## src/rtl/galaga_pkg.sv

```systemverilog
// Shared screen geometry and shot state encoding for the Galaga player logic.
package galaga_pkg;

    localparam int unsigned SCREEN_W = 640;
    localparam int unsigned SCREEN_H = 480;
    localparam int unsigned SHIP_W   = 11;
    localparam int unsigned SHIP_H   = 8;

    // Shot leaves from the middle column of the ship.
    localparam int unsigned SHOT_OFFSET = SHIP_W / 2;

    typedef enum logic [1:0] {
        StIdle,
        StLaunch,
        StFly
    } shot_state_t;

endpackage

```

## src/rtl/key_sync.sv

```systemverilog
// Two-flop synchronizer for an asynchronous button, plus a one-cycle rising-edge pulse.
module key_sync (
    input  logic clk,
    input  logic reset,
    input  logic key,
    output logic level,
    output logic rise
);

    logic sync1_q;
    logic sync2_q;
    logic prev_q;

    // Metastability chain and edge-detect history.
    always_ff @(posedge clk) begin
        if (reset) begin
            sync1_q <= 1'b0;
            sync2_q <= 1'b0;
            prev_q  <= 1'b0;
        end else begin
            sync1_q <= key;
            sync2_q <= sync1_q;
            prev_q  <= sync2_q;
        end
    end

    assign level = sync2_q;
    assign rise  = sync2_q & ~prev_q;

endmodule

```

## src/rtl/player_ctrl.sv

```systemverilog
// Player ship movement and single-shot control, updated once per video frame.
module player_ctrl
    import galaga_pkg::*;
#(
    parameter int unsigned X_RESET   = 315,
    parameter int unsigned X_MAX     = SCREEN_W - SHIP_W,
    parameter int unsigned SHIP_Y    = 460,
    parameter int unsigned STEP      = 2,
    parameter int unsigned SHOT_STEP = 4
) (
    input  logic       vgaclk,
    input  logic       reset,
    input  logic       vsync,
    input  logic       keyright,
    input  logic       keyleft,
    input  logic       keyfire,
    output logic [9:0] ship_x,
    output logic [9:0] shot_x,
    output logic [9:0] shot_y,
    output logic       shot_active,
    output logic       frame_tick
);

    logic right_lvl, left_lvl, fire_lvl;
    logic right_rise, left_rise, fire_rise;

    key_sync u_sync_right (
        .clk   (vgaclk),
        .reset (reset),
        .key   (keyright),
        .level (right_lvl),
        .rise  (right_rise)
    );

    key_sync u_sync_left (
        .clk   (vgaclk),
        .reset (reset),
        .key   (keyleft),
        .level (left_lvl),
        .rise  (left_rise)
    );

    key_sync u_sync_fire (
        .clk   (vgaclk),
        .reset (reset),
        .key   (keyfire),
        .level (fire_lvl),
        .rise  (fire_rise)
    );

    // Movement keys act on level, fire acts on edge; the rest is intentionally dropped.
    logic unused_sync;
    assign unused_sync = ^{right_rise, left_rise, fire_lvl};

    logic        vsync_q, vsync_prev_q, frame_tick_q;
    logic        tick;
    logic [9:0]  ship_x_q, ship_x_d;
    logic [9:0]  shot_x_q, shot_x_d;
    logic [9:0]  shot_y_q, shot_y_d;
    logic [10:0] ship_sum;
    shot_state_t state_q, state_d;

    // Game state advances on the same edge that raises frame_tick.
    assign tick = vsync_prev_q & ~vsync_q;

    // Register vsync and emit the frame-start pulse after its falling edge.
    always_ff @(posedge vgaclk) begin
        if (reset) begin
            vsync_q      <= 1'b0;
            vsync_prev_q <= 1'b0;
            frame_tick_q <= 1'b0;
        end else begin
            vsync_q      <= vsync;
            vsync_prev_q <= vsync_q;
            frame_tick_q <= tick;
        end
    end

    // Ship position: saturating step right/left, hold on both or neither.
    always_comb begin
        ship_x_d = ship_x_q;
        ship_sum = {1'b0, ship_x_q} + 11'(STEP);
        if (tick) begin
            if (right_lvl && !left_lvl) begin
                ship_x_d = (ship_sum > 11'(X_MAX)) ? 10'(X_MAX) : ship_sum[9:0];
            end else if (left_lvl && !right_lvl) begin
                ship_x_d = (ship_x_q < 10'(STEP)) ? 10'd0 : ship_x_q - 10'(STEP);
            end
        end
    end

    // Shot FSM next-state: fire arms LAUNCH, launch and flight advance on frame ticks.
    always_comb begin
        state_d  = state_q;
        shot_x_d = shot_x_q;
        shot_y_d = shot_y_q;
        unique case (state_q)
            StIdle: begin
                if (fire_rise) state_d = StLaunch;
            end
            StLaunch: begin
                if (tick) begin
                    state_d  = StFly;
                    shot_x_d = ship_x_q + 10'(SHOT_OFFSET);
                    shot_y_d = 10'(SHIP_Y - SHIP_H);
                end
            end
            StFly: begin
                if (tick) begin
                    if (shot_y_q < 10'(SHOT_STEP)) state_d = StIdle;
                    else shot_y_d = shot_y_q - 10'(SHOT_STEP);
                end
            end
            default: state_d = StIdle;
        endcase
    end

    // Ship and shot state registers.
    always_ff @(posedge vgaclk) begin
        if (reset) begin
            ship_x_q <= 10'(X_RESET);
            shot_x_q <= '0;
            shot_y_q <= '0;
            state_q  <= StIdle;
        end else begin
            ship_x_q <= ship_x_d;
            shot_x_q <= shot_x_d;
            shot_y_q <= shot_y_d;
            state_q  <= state_d;
        end
    end

    assign ship_x      = ship_x_q;
    assign shot_x      = shot_x_q;
    assign shot_y      = shot_y_q;
    assign shot_active = (state_q == StFly);
    assign frame_tick  = frame_tick_q;

endmodule

```

## config.mk

```make
export PLATFORM = sky130hd
export DESIGN_NAME = player_ctrl
export DESIGN_NICKNAME = d
export VERILOG_FILES = /design/src/rtl/galaga_pkg.sv /design/src/rtl/key_sync.sv /design/src/rtl/player_ctrl.sv
export SDC_FILE = /design/constraint.sdc
export NUM_CORES = 1
export LEC_CHECK = 0
export ABC_AREA = 1
export CORE_MARGIN = 1.5
export CORE_UTILIZATION = 45
export DETAILED_ROUTE_END_ITERATION = 16
export PLACE_DENSITY_LB_ADDON = 0.25
export SYNTH_ARGS = -nofsm -noshare
export SYNTH_HDL_FRONTEND = slang
export SYNTH_SLANG_ARGS = --single-unit
```

## constraint.sdc

```tcl
create_clock -name vgaclk -period 5.43 [get_ports vgaclk]
set_clock_uncertainty 0.05 [all_clocks]
set_input_delay 1.086 -clock vgaclk [delete_from_list [all_inputs] [get_ports vgaclk]]
set_output_delay 1.086 -clock vgaclk [all_outputs]
set_load 0.05 [all_outputs]
```

==> results_dict.tcl <==
set metrics [dict create \
    whs_path_depth 2 \
    nFillCells 511 \
    min_to "u_sync_fire.level" \
    nets 391 \
    post_cts.repair.setup_buffers 0 \
    rr_startpoint "u_sync_left.level" \
    grt_pass1_wl_mm 8.48 \
    synth.cell_area_mm2 0.00235 \
    final_common_cell "nand2_1" \
    grt_pass1_vias 1883 \
    max_cap_viol_count 0 \
    status "finished, final reports clean" \
    register_area_um2 801 \
    yosys.area.top_type "dfxtp_1" \
    cts_tree "yes" \
    ctsRootBufferMaster "clkbuf_8" \
    post-route-period-util_pct 53.7 \
    via_per_inst 4.87 \
    ir_drop_v 0.000195 \
    multi_input_area_mm2 0.00130 \
    crit_fanout 4 \
    antenna_found_initial 0 \
    dr.pass1.iters 5 \
    ys_seq_area_share_pct 34.1 \
    rsz0062_at_grt "false" \
    powerDensity_mw_per_mm2 324 \
    syn-instance-count 337 \
    syn_avg_cell_area_um2 6.98 \
    drc 0 \
    pre_cts_slack_ns 2.82 \
    p_leak_nw 1.24 \
    setup_viol 0 \
    relSlewSlack_pct 66.0 \
    final.setup.worst_slack_ns 2.51 \
    rows 26 \
    ant_nets 0 \
    vias 2165 \
    finalHoldViolCount 0 \
    timing.fmax_mhz 343 \
    finalCriticalPeriod_ns 2.92 \
    die_w_um 75.3 \
    clk-insertion-delay-late_ns 0.29 \
    cts_hold_buf 0 \
    grt_overflow 0 \
    grt_use_total_pct 19.6 \
    port_buffers 35 \
    antenna_cells 0 \
    synth_top_area_share_pct 34.1 \
    worstHoldStart "u_sync_fire.sync1_q" \
    slew_viol_final 0 \
    cts_resized 0 \
    cts.sinks 40 \
    gp_congestion 1.01 \
    ys_ff_latch 40 \
    layout-drive-gt1-share_pct 9.87 \
    core_area_mm2 0.00507 \
    grt_start_max_net_pins 33 \
    worst-setup-path-type "flip-flop to primary output" \
    ys_top_cells_by_area "dfxtp_1 34%, nand2_1 9.7%, inv_1 8.8%, xor2_1 6.3%, a21oi_1 6.2%" \
    syn2layout_area_growth_pct 21.7 \
    start_kind "flip-flop" \
    clk_pin_slew_ns 0.08 \
    r2r_setup_slack_ns 3.34 \
    dieArea_mm2 0.00567 \
    timing.rr.end "ship_x[2]" \
    ys_types 34 \
    fin_tns_setup_ns 0 \
    cp.required_ns 4.29 \
    die_h_um 75.3 \
    cp_data_arrival_time_ns 1.78 \
    wl_mm 5.07 \
    wl_per_cell_um 11.4 \
    layout_common_cells "61 x nand2_1, 55 x inv_1, 40 x dfxtp_1" \
    io_pins 38 \
    start_util_pct 46.3 \
    ff2ff_path_depth 8 \
    hp-class "flip-flop to flip-flop" \
    cts_buffers 5 \
    htree_num_levels 2 \
    dpl.hpwl_mm 3.79 \
    drt_iter0_drc 130 \
    cts.path.max_buffers 2 \
    synth_warnings 0 \
    crit_path_end_kind "primary output" \
    worst_pin_slew_ns 0.508 \
]
[area by class of cell]
cell class / count / share of cell area [%]
multi-input cells: 233 / 45.4
flip-flops and latches: 40 / 28.0
clock buffers: 6 / 2.89
well taps: 70 / 3.06
clock inverters: 2 / 0.525
repair buffers: 36 / 12.5
inverters: 58 / 7.61
[kinds of logic (layout without fill, tap and decap cells)]
kind of cell               Yosys count  after routing  synth area share [%]
adders and majority gates           11             11                  5.85
AOI/OAI and AO/OA                   58             58                  13.6
other                                1              2                 0.160
DFF                                 40             40                  34.1
muxes                                1              1                 0.426
and+or+nand+nor                    143            143                  28.4
buffers and inverters               65            102                  10.9
xor gates and xnor gates            18             18                  6.71
[how the worst max path moves through the flow]
stage	from	end	slack (ns)	cells past startpoint
2_1_floorplan	ship_x[2]	ship_x[8]	3.30	10
3_3_place_gp	state_q[0]	shot_active	2.85	3
3_5_place_dp	state_q[0]	shot_active	2.82	3
4_1_cts	state_q[0]	shot_active	2.49	3
5_1_grt	state_q[0]	shot_active	2.43	3
6_report	state_q[0]	shot_active	2.51	3
[layer usage]
layer	vias to the layer above	share of wire, %	global-route usage (%)
met5	-	0	0
met4	0	1.4	9.13
met3	8	5.4	5.22
met2	65	43	29.5
met1	962	50	26.1
li1	1130	-	-
[Yosys cell counts (all sizes together)]
master	number
a211oi	2
a21oi	30
a31o	1
a31oi	2
buf	3
clkbuf	4
clkinv	1
conb	1
dfxtp	40
ha	11
inv	57
mux2i	1
nand2	68
nand3	20
nand4	4
nor2	46
nor3	3
nor4	1
o21ai	18
o21bai	2
o22ai	2
o31ai	1
or2	1
xnor2	1
xor2	17
[worst max-delay path, cell delays in order (launching register included)]
cell,delay (ns)
dfxtp_1,0.32
inv_1,0.12
ha_1,0.24
clkdlybuf4s50_1,0.82
[power by group]
group,internal [W],leakage (nW),switching [W]
Combinational,0.000122,0.872,0.000242
Sequential,0.000328,0.326,0.0000276
Clock,0.000103,0.0434,0.000106
Total,0.000553,1.24,0.000375
[registers in the layout (all words and copies together), names as in the netlist]
register	count
ship_x	10
shot_x	10
shot_y	8
state_q	2
frame_tick	1
u_sync_fire.level	1
u_sync_fire.prev_q	1
u_sync_fire.sync1_q	1
u_sync_left.level	1
u_sync_left.sync1_q	1
u_sync_right.level	1
u_sync_right.sync1_q	1
vsync_prev_q	1
vsync_q	1
[through the flow]
step	hold WS (ns)	power, W	area [µm²]	utilization [%]	instances
after CTS	0.358	0.000935	2860	56.4	445
final	0.357	0.000928	2860	56.4	445
after global placement	0.339	0.000719	2760	54.4	437
after detailed placement	0.346	0.000722	2760	54.4	437
after floorplan	0.338	0.000628	2350	-	338
after global routing	0.386	0.000990	2860	56.4	445
Note: power is estimated with default switching activity, not from simulation.
==> variant 1 (same flow settings) <==
Set the parameter `X_RESET` to 157 (it was 315).
--- a/src/rtl/player_ctrl.sv
+++ b/src/rtl/player_ctrl.sv
@@ -2,7 +2,7 @@
 module player_ctrl
     import galaga_pkg::*;
 #(
-    parameter int unsigned X_RESET   = 315,
+    parameter int unsigned X_RESET   = 157,
     parameter int unsigned X_MAX     = SCREEN_W - SHIP_W,
     parameter int unsigned SHIP_Y    = 460,
     parameter int unsigned STEP      = 2,
Formal check against the unedited RTL: not equivalent (Yosys sat finds a counterexample within 4 cycles, from zero or initial values and one cycle with reset high).
==> variant 1 against the unedited design <==
- sequential cell count is the same
- routed wire length rose by 1.6%
- total power is 0.46% lower
- sequential share of layout area up 0.18 points
- combinational power barely moved
- final area down 0.66%
- setup slack lost 0.0039 ns
- synthesized cell count up 1.8%
- fmax decreased by 0.13%
- non-clock buffer count fell by 1
- first-iteration DRC count shrank 19%
- area after synthesis increased by 1.2%
- final cell count grew 0.22%
==> variant 1: results (changes against the unedited design) <==
| Metric | Value |
|---|---|
| Clock-cell share | `3.170% (was 3.412%)` |
| CLK BUF | `8 (was 6)` |
| Sequential fraction of the synthesis area | `33.67% (was 34.06%)` |
| NonClk Buf Share | `12.33% (was 12.51%)` |
| WL met3 | `158 um (was 275 um)` |
| Non-clock inverter count | `61 (was 58)` |
| Iteration-0 DRC Markers | `105 (was 130)` |
| Fillers | `524 (was 511)` |
| Signal buffers | `35 (was 36)` |
| Status | `completed (unchanged)` |
| P_leak | `1.224 nW (was 1.242 nW)` |
| DRT met1 WL | `2460 um (was 2538 um)` |
| First-pass GRT wire length | `8473 um (was 8480 um)` |
| Slew @ Worst Pin | `1.005 ns (was 0.5083 ns)` |
| DR vias | `2124 (was 2165)` |
| Min Hold Slack | `0.3574 ns (was 0.3570 ns)` |
| Share of post-route cells with drive strength above 1 | `8.777% (was 9.867%)` |
| Average size of a mapped cell | `6.934 sq um (was 6.976 sq um)` |
| R2R cell count | `6 (was 8)` |
| Post-synth top cells | `nand2_1, inv_1, dfxtp_1 (unchanged)` |
| Peak VDD IR | `199.3 uV (was 194.6 uV)` |
| Sequential cell area share | `28.18% (was 28.00%)` |
| Later-pin clock latency in the skew report | `0.29 ns (about the same)` |
| Pin count of the biggest net entering global routing | `30 (was 33)` |
| Top cells by area, synth | `dfxtp_1, nand2_1, inv_1 (unchanged)` |
| Vias in the first global route | `1917 (was 1883)` |
| Reg2reg setup slack | `3.14 ns (was 3.34 ns)` |
| R2r endpoint | `ship_x[8] (was ship_x[2])` |
| Placed cells | `438 (was 437)` |
| Count of multi-input gates | `232 (was 233)` |
| Nets | `392 (was 391)` |
| Synth unique cells | `33 (was 34)` |
| Wire length on met2 | `2468 um (was 2189 um)` |
| GPL Wtd Cong | `0.8567 (was 1.010)` |
| Tot GR Track Use | `19.65% (was 19.61%)` |
| Dpl hpwl | `3938 um (was 3789 um)` |
| Cell Count, Final, Fillers Out | `446 (was 445)` |
==> variant 1: changes by cell type after synthesis, sizes merged, moves of 2 or more <==
cell,change
buf,+4
o21ai,+4
nand3b,+2
inv,+3
==> variant 1: cells by family after synthesis <==
| kind of cell | synth area share [%] |
|---|---|
| compound gates | 13.31 |
| xor+xnor | 6.628 |
| fa+ha+maj | 5.786 |
| buf+inv | 12.52 |
| flops | 33.67 |
| other cells | 0.1577 |
| simple gates | 27.93 |
==> variant 1: stage by stage <==
stage | power [W] | util, % | cell area, sq um | setup slack (ns)
floorplan | 0.0006305 | - | 2382 | 3.297
global placement | 0.0007229 | 53.87 | 2751 | 2.350
detailed placement | 0.0007269 | 53.87 | 2751 | 2.332
CTS | 0.0009312 | 55.63 | 2841 | 2.489
global route | 0.0009879 | 55.63 | 2841 | 2.436
finish | 0.0009235 | 55.63 | 2841 | 2.508
==> variant 1: how the worst min path moves through the flow <==
stage	start	end	depth (start not counted)
floorplan	u_sync_fire.sync1_q	u_sync_fire.level	2
global placement	u_sync_right.sync1_q	u_sync_right.level	2
detailed placement	u_sync_fire.sync1_q	u_sync_fire.level	2
CTS	u_sync_fire.sync1_q	u_sync_fire.level	2
global route	u_sync_left.sync1_q	u_sync_left.level	2
finish	u_sync_fire.sync1_q	u_sync_fire.level	2
==> variant 1: where the power goes <==
group          switching [W]  internal (W)
clock network      0.0000981      0.000104
registers          0.0000299      0.000328
logic               0.000242      0.000122
total               0.000370      0.000554
==> variant 1: metal layers <==
metal	vias to the layer above	track usage, %
met5	-	0
met4	0	5.952
met3	5	4.762
met2	30	33.14
met1	959	24.88
li1	1130	-
==> variant 1: critical path, stage by stage (launching register included) <==
cell and delay, ns:
dfxtp_1 0.32, inv_1 0.12, ha_1 0.23, clkdlybuf4s50_1 0.82
==> variant 2 (same settings) <==
Made on the original files. Make the reset (`reset`) asynchronous in 3 clocked blocks.
--- a/src/rtl/key_sync.sv
+++ b/src/rtl/key_sync.sv
@@ -12,7 +12,7 @@
     logic prev_q;
 
     // Metastability chain and edge-detect history.
-    always_ff @(posedge clk) begin
+    always_ff @(posedge clk or posedge reset) begin
         if (reset) begin
             sync1_q <= 1'b0;
             sync2_q <= 1'b0;
--- a/src/rtl/player_ctrl.sv
+++ b/src/rtl/player_ctrl.sv
@@ -64,7 +64,7 @@
     assign tick = vsync_prev_q & ~vsync_q;
 
     // Register vsync and emit the frame-start pulse after its falling edge.
-    always_ff @(posedge vgaclk) begin
+    always_ff @(posedge vgaclk or posedge reset) begin
         if (reset) begin
             vsync_q      <= 1'b0;
             vsync_prev_q <= 1'b0;
@@ -116,7 +116,7 @@
     end
 
     // Ship and shot state registers.
-    always_ff @(posedge vgaclk) begin
+    always_ff @(posedge vgaclk or posedge reset) begin
         if (reset) begin
             ship_x_q <= 10'(X_RESET);
             shot_x_q <= '0;
Check against the original RTL: differs if reset is asserted again (counterexample within 4 cycles, from zero or initial values and one cycle with reset high); with reset held inactive, the same outputs for 10 cycles.
==> variant 2 against the unedited design <==
- area after synthesis up 3.4%
- sequential cell count unchanged
- final area up 2.2%
- routed wire length down 2.1%
- final cell count down 11%
- setup slack worse by 0.18 ns
- synthesized cell count down 13%
- highest routed layer unchanged
Power is not compared: it rests on default switching activity, and its combinational part moved more than twofold at a synthesized area within 25%.
==> variant 2: results (changes against the unedited design) <==
| Metric | Value |
|---|---|
| WL/cell | `12.50 um (was 11.40 um)` |
| Via-per-instance ratio | `4.897 (was 4.865)` |
| Final Cycle Share | `57.12% (was 53.75%)` |
| M1 GR Usage | `26.12% (was 26.15%)` |
| Drt first pass iters | `4 (was 5)` |
| Worst Hold Endpoint | `u_sync_fire.level (unchanged)` |
| Met3 global-route usage | `3.234% (was 5.221%)` |
| Tot GR Track Use | `18.96% (was 19.61%)` |
| Post-synth ARST share | `100.0% (was 0%)` |
| Dpl hpwl | `3788 um (was 3789 um)` |
| Synth unique cells | `38 (was 34)` |
| Top cells by area, synth | `dfrtp_1, nand2_1, dfstp_2 (was dfxtp_1, nand2_1, inv_1)` |
| R2R cell count | `11 (was 8)` |
| GR Util met2 | `30.18% (was 29.53%)` |
| Status | `completed (unchanged)` |
| Hold Path Depth | `0 (was 2)` |
| GPL Wtd Cong | `0.9097 (was 1.010)` |
| Beginning of the worst hold path | `u_sync_fire.sync1_q (unchanged)` |
| Placement-stage cell area | `2808 sq um (was 2763 sq um)` |
| CP arrival | `1.97 ns (was 1.78 ns)` |
| Iteration-0 DRC Markers | `70 (was 130)` |
| Min Hold Slack | `0.3020 ns (was 0.3570 ns)` |
| Synth Area in Compound Gates | `13.07% (was 13.57%)` |
| Crit Path Max Fanout | `6 (was 4)` |
| Synth Area in Adders | `5.661% (was 5.854%)` |
| Post-place setup slack | `2.634 ns (was 2.819 ns)` |
| Average size of a mapped cell | `8.326 sq um (was 6.976 sq um)` |
| DR vias | `1944 (was 2165)` |
==> variant 2: worst max path at each step <==
stage,start,to,depth (start not counted)
floorplan,state_q[0],shot_active,2
global placement,state_q[0],shot_active,3
detailed placement,state_q[0],shot_active,3
CTS,state_q[0],shot_active,3
global route,state_q[0],shot_active,3
finish,state_q[0],shot_active,3
==> variant 2: final cells by class <==
type	count	area, sq um	share of cell area [%]
Clock inverter	3	46.29	1.584
Sequential cell	40	1008	34.50
Clock buffer	5	68.82	2.354
Multi-Input combinational cell	204	1207	41.31
Inverter	39	146.4	5.009
Tap cell	70	87.58	2.997
Timing Repair Buffer	36	357.8	12.24
==> variant 2: metal layers <==
metal / vias to the layer above / wire (um)
met5: - / 0
met4: 0 / 55
met3: 6 / 143
met2: 42 / 2317
met1: 898 / 2448
li1: 998 / -
